## config.mk

```make
export PLATFORM = sky130hd
export DESIGN_NAME = des_counter
export DESIGN_NICKNAME = d
export VERILOG_FILES = /design/src/rtl/des_counter.sv
export SDC_FILE = /design/constraint.sdc
export NUM_CORES = 1
export LEC_CHECK = 0
export BUFFER_PORTS_ARGS = -buffer_cell sky130_fd_sc_hd__buf_2
export CORE_AREA = 3 3 40 42
export DETAILED_ROUTE_END_ITERATION = 12
export DIE_AREA = 0 0 43 45
export PLACE_DENSITY_LB_ADDON = 0.05
export SYNTH_ARGS = -nofsm -noshare
export SYNTH_HDL_FRONTEND = slang
export SYNTH_SLANG_ARGS = --single-unit
```

## constraint.sdc

```tcl
create_clock -name clk -period 1.13 [get_ports clk]
set_input_delay 0.1695 -clock clk [delete_from_list [all_inputs] [get_ports clk]]
set_output_delay 0.1695 -clock clk [all_outputs]
set_load 0.05 [all_outputs]
```

## src/rtl/des_counter.sv

```systemverilog
`default_nettype none
// ============================================================================
//  Module   : des_counter
//  Purpose  : Free-running WIDTH-bit up/down counter. The direction is
//             selected every cycle by m. The block drives the count value, a
//             combinational terminal-count flag and a one-cycle registered
//             wrap pulse.
//  Revision : 1.0 - initial release
// ----------------------------------------------------------------------------
//  Parameters
//    WIDTH    counter width in bits (>= 2)
//    MAX_VAL  upper count limit. Counting up from MAX_VAL returns to 0, and
//             counting down from 0 returns to MAX_VAL.
//  Ports
//    clk    in   1      rising-edge clock
//    rst    in   1      synchronous, active-high reset (overrides m)
//    m      in   1      mode: 1 = count up, 0 = count down
//    count  out  WIDTH  current count (registered)
//    tc     out  1      terminal count (combinational from m and count)
//    wrap   out  1      one-cycle registered pulse on wrap-around
//  Build option
//    COUNTER_SAT_EN  When this macro is defined, the counter saturates at
//                    MAX_VAL and at 0 instead of wrapping, and wrap is held
//                    at 0.
// ============================================================================
module des_counter #(
  parameter int          WIDTH   = 4,
  parameter int unsigned MAX_VAL = 2**WIDTH - 1
) (
  input  logic             clk,
  input  logic             rst,
  input  logic             m,
  output logic [WIDTH-1:0] count,
  output logic             tc,
  output logic             wrap
);

  localparam logic [WIDTH-1:0] C_MAX  = MAX_VAL[WIDTH-1:0];
  localparam logic [WIDTH-1:0] C_ZERO = '0;
  localparam logic [WIDTH-1:0] C_ONE  = WIDTH'(1);

  logic [WIDTH-1:0] count_q, count_d;
  logic             wrap_q,  wrap_d;
  logic             w_at_max;
  logic             w_at_zero;

  assign w_at_max  = (count_q == C_MAX);
  assign w_at_zero = (count_q == C_ZERO);

  // Next-state logic. The counter never holds still outside saturation,
  // because there is no enable input.
  always_comb begin
    count_d = count_q;
    wrap_d  = 1'b0;
    if (m) begin
      if (w_at_max) begin
`ifdef COUNTER_SAT_EN
        count_d = C_MAX;
`else
        count_d = C_ZERO;
        wrap_d  = 1'b1;
`endif
      end else begin
        count_d = count_q + C_ONE;
      end
    end else begin
      if (w_at_zero) begin
`ifdef COUNTER_SAT_EN
        count_d = C_ZERO;
`else
        count_d = C_MAX;
        wrap_d  = 1'b1;
`endif
      end else begin
        count_d = count_q - C_ONE;
      end
    end
  end

  always_ff @(posedge clk) begin
    if (rst) begin
      count_q <= C_ZERO;
      wrap_q  <= 1'b0;
    end else begin
      count_q <= count_d;
      wrap_q  <= wrap_d;
    end
  end

  // tc depends on the live value of m, so a change of direction is visible
  // on tc in the same cycle, before the next edge. In saturating builds, tc
  // stays high while the counter holds at a limit.
  assign tc    = (m && w_at_max) || (!m && w_at_zero);
  assign count = count_q;
  assign wrap  = wrap_q;

endmodule
`default_nettype wire

```

Word level (Yosys, flattened, before mapping)
Index checks and enable logic that the tools add are counted.
Operators by class
  $add $sub $neg: 2
  equality and inequality tests: 1
  muxes and demuxes: 6
  reductions and logical operators: 5
Operator list (count)
  $mux 4: 3
  $add 4x1->4 const B: 1
  $eq 4x4->1 const B: 1
  $logic_not 4->1: 1
  $sub 4x1->4 const B: 1
  $mux 1: 3
  $logic_and 1x1->1: 2
  $logic_not 1->1: 1
  $logic_or 1x1->1: 1
Word-level totals
  register bits after elaboration: 5
  input port bits: 3
  output and inout bits: 6
  word-level logic and storage cells: 16

Logic depth before layout (Yosys ltp)
  depth in word-level cells: 3
  gate-level depth with buffers: 5
  depth with buffers taken out: 5

Worst setup path after synthesis
OpenSTA, ideal clock, no wires.
  path kind: register to output
  start: reg count_q[0], in the netlist count[0]
  end: out tc
  data arrival time: 1.502 ns
  data required time: 0.961 ns
  slack: -0.541 ns
  stages on the path, launching flop included: 4
  cell sequence: dfxtp_1 -> ha_1 -> nand4_1 -> nand2_1
On the way
  word-level cells in the longest chain between the ends: 3
  elaborated cells on any way between the ends: 5
Ends and longest elaborated chain
  from (decl): RTL line 42  | logic [WIDTH-1:0] count_q, count_d;
  from (signal assigned): RTL line 85  | count_q <= count_d;
  $eq 4x4->1 or $logic_not 4->1 (tied branches): RTL line 47, 48
  $logic_and 1x1->1: RTL line 93  | assign tc = (m && w_at_max) || (!m && w_at_zero);
  $logic_or 1x1->1 (*): RTL line 93
  to (decl): RTL line 34  | output logic tc,
Every way passes the cells marked *; elsewhere a longest branch is shown, timed or not.

Worst setup path after layout
  start: reg count_q[1], in the netlist count[1]
  end: out tc
Same word-level chain as after synthesis.

==> impl_metrics.env <==
export IMPL_status="complete, but fails checks"
export IMPL_failed_checks="setup timing"
export IMPL_syn_nets=37
export IMPL_crit_chain="inv_2, ha_4, nand3_2, nand2_2, buf_8"
export IMPL_numPortBuffers=8
export IMPL_grt_first_pass_wirelength_um=1260
export IMPL_syn_cell_area_um2=277
export IMPL_final_nets=58
export IMPL_min_path_type="primary input to flip-flop"
export IMPL_top_layer_used="met3"
export IMPL_n_fill_cell=144
export IMPL_drc=0
export IMPL_final_min_clock_period_ps=1290
export IMPL_max_freq_ghz=0.778
export IMPL_final_common_cell="buf_4"
export IMPL_ys_seq_elements=5
export IMPL_viasPerCell=4.54
export IMPL_n_antenna_cell=0
export IMPL_yosysWarningCount=0
export IMPL_dieArea_um2=1940
export IMPL_core_area_um2=1280
export IMPL_core_rowCount=13
export IMPL_tns_ps=-262
export IMPL_cp_top_family="flip-flops"
export IMPL_cts_tree="built"
export IMPL_h_tree_depth=1
export IMPL_yosysUniqueCellTypes=18
export IMPL_drt_total_wl_um=768
export IMPL_grtUsageTotal=0.0914
export IMPL_fin_area_um2=502
export IMPL_postRouteAntennaNets=0
export IMPL_grt_max_degree=7
export IMPL_peakVddDrop_mv=0.686
export IMPL_wl_met3_um=44
export IMPL_cts_path_max_buffers=2
export IMPL_vias=304
export IMPL_max_stage_delay_ps=360
export IMPL_layout_drive_gt1_share=0.615
export IMPL_crit_buf_inv=2
export IMPL_leakagePower_nw=0.223
export IMPL_synthToLayoutAreaGrowth_pct=81.4
export IMPL_crit_arrival_ps=1120
export IMPL_critical_path_class="flip-flop to output port"
export IMPL_seq_area_frac_synth=0.362
export IMPL_netlist_instances=32
export IMPL_period_share=1.14
export IMPL_slew_violations=0
export IMPL_layout_common_cells="buf_4 (9), buf_2 (5), nor2_1 (4), clkbuf_4 (4), dfxtp_4 (4)"
export IMPL_worstMarginPinSlew_ps=254
export IMPL_p_per_area_nw_per_um2=1770
export IMPL_rsz0062_at_grt="yes"
export IMPL_start_kind="flip-flop"
export IMPL_ios=9
export IMPL_drt_initial_drc_count=2
export IMPL_die_x_um=43
export IMPL_crit_fanout=6
export IMPL_cts_sinks=5
export IMPL_cts_clk_slew_worst_paths_ps=40
export IMPL_grt_pass1_vias=351
export IMPL_initial_core_util=0.215
export IMPL_wl_met2_um=410
export IMPL_drt_pre_antenna_iters=3
export IMPL_cts_root_buf="clkbuf_4"
export IMPL_overflow=0
export IMPL_antenna_found_initial=0
export IMPL_total_power_w=0.000890
export IMPL_dieHeight_um=45
export IMPL_clock_latency_ps=240
export IMPL_finalSetupViolations=2
export IMPL_routabilityCongestion=0.680
export IMPL_syn_area_per_cell_um2=8.64
export IMPL_cts_made_buffers=3
export IMPL_cap_violations=0
export IMPL_worst_ep_required_time_ps=960
export IMPL_clock_skew_ps=3.23
export IMPL_slew_headroom=0.830
export IMPL_cp_end_kind="output port"
export IMPL_wl_per_cell_um=11.5
export IMPL_timing_critical_path_slowest_stage_cell="dfxtp_4"
export IMPL_dpl_cell_area_um2=419
export IMPL_detailed_place_hpwl_um=562
export IMPL_wl_met1_um=314
export IMPL_finalHoldViolCount=0
export IMPL_setup_ws_ps=-156
-- per-layer routing --
metal / GRT usage / vias to the layer above
met5: 0 / -
met4: 0.0542 / 0
met3: 0.0438 / 0
met2: 0.162 / 7
met1: 0.0863 / 146
li1: - / 151
-- layout make-up --
type	count	area, µm²	area share
multi-input cells	22	198	0.394
repair buffers	17	126	0.252
flip-flops and latches	5	115	0.229
clock buffers	4	26.3	0.0524
well taps	15	18.8	0.0374
inverters	4	17.5	0.0349
-- power breakdown --
part,internal (W),switching (W)
Clock,0.000133,0.0000685
Sequential,0.000215,0.0000353
Combinational,0.000187,0.000251
-- timing repair --
action / in CTS / in global routing
setup endpoints to repair: 3 / 7
gates resized for setup: 10 / 3
hold buffers: 0 / 0
hold endpoints to repair: 0 / 0
pin swaps: 4 / 2
buffers inserted: 2 / 0
-- cell usage after synthesis --
cell type / number / area share
dfxtp_1: 5 / 0.36
inv_1: 4 / 0.054
nor2_1: 4 / 0.054
a21oi_1: 3 / 0.054
ha_1: 2 / 0.090
nand2b_1: 2 / 0.045
a221oi_2: 1 / 0.054
clkbuf_1: 1 / 0.014
mux2i_1: 1 / 0.036
nand2_1: 1 / 0.014
nand3_1: 1 / 0.018
nand4_1: 1 / 0.023
o21ai_0: 1 / 0.018
o311ai_1: 1 / 0.032
o31a_1: 1 / 0.032
or4b_1: 1 / 0.036
xnor2_1: 1 / 0.032
xor2_1: 1 / 0.032
-- sequential cells by signal (all words and copies together), names as in the netlist --
register  flops
count         4
wrap          1
-- through the flow --
step | hold slack [ps] | setup slack (ps) | instances | utilization
floorplan | 227 | -122 | 32 | -
global placement | 416 | -79.1 | 62 | 0.326
detailed placement | 412 | -88.5 | 62 | 0.326
CTS | 155 | -170 | 68 | 0.391
global route | 171 | -228 | 67 | 0.390
finish | 164 | -156 | 67 | 0.390
-- logic make-up after synthesis --
kind of cell,share of synthesized area
AND/OR/NAND/NOR,0.190
buffers and inverters,0.0678
multiplexers,0.0362
flip-flops,0.362
XOR/XNOR,0.0634
AO/OA/AOI/OAI,0.190
adder cells (fa/ha/maj),0.0905
-- worst paths after layout --
kind	endpoint	slack, ps	depth (start not counted)	startpoint
setup / recovery	tc	-160	5	count[1]$_SDFF_PP0_
hold / removal	count[2]$_SDFF_PP0_	160	2	rst
setup reg to reg	count[3]$_SDFF_PP0_	-110	3	count[1]$_SDFF_PP0_
hold reg to reg	count[0]$_SDFF_PP0_	600	2	count[0]$_SDFF_PP0_
Power figures use the tool's default switching activity.
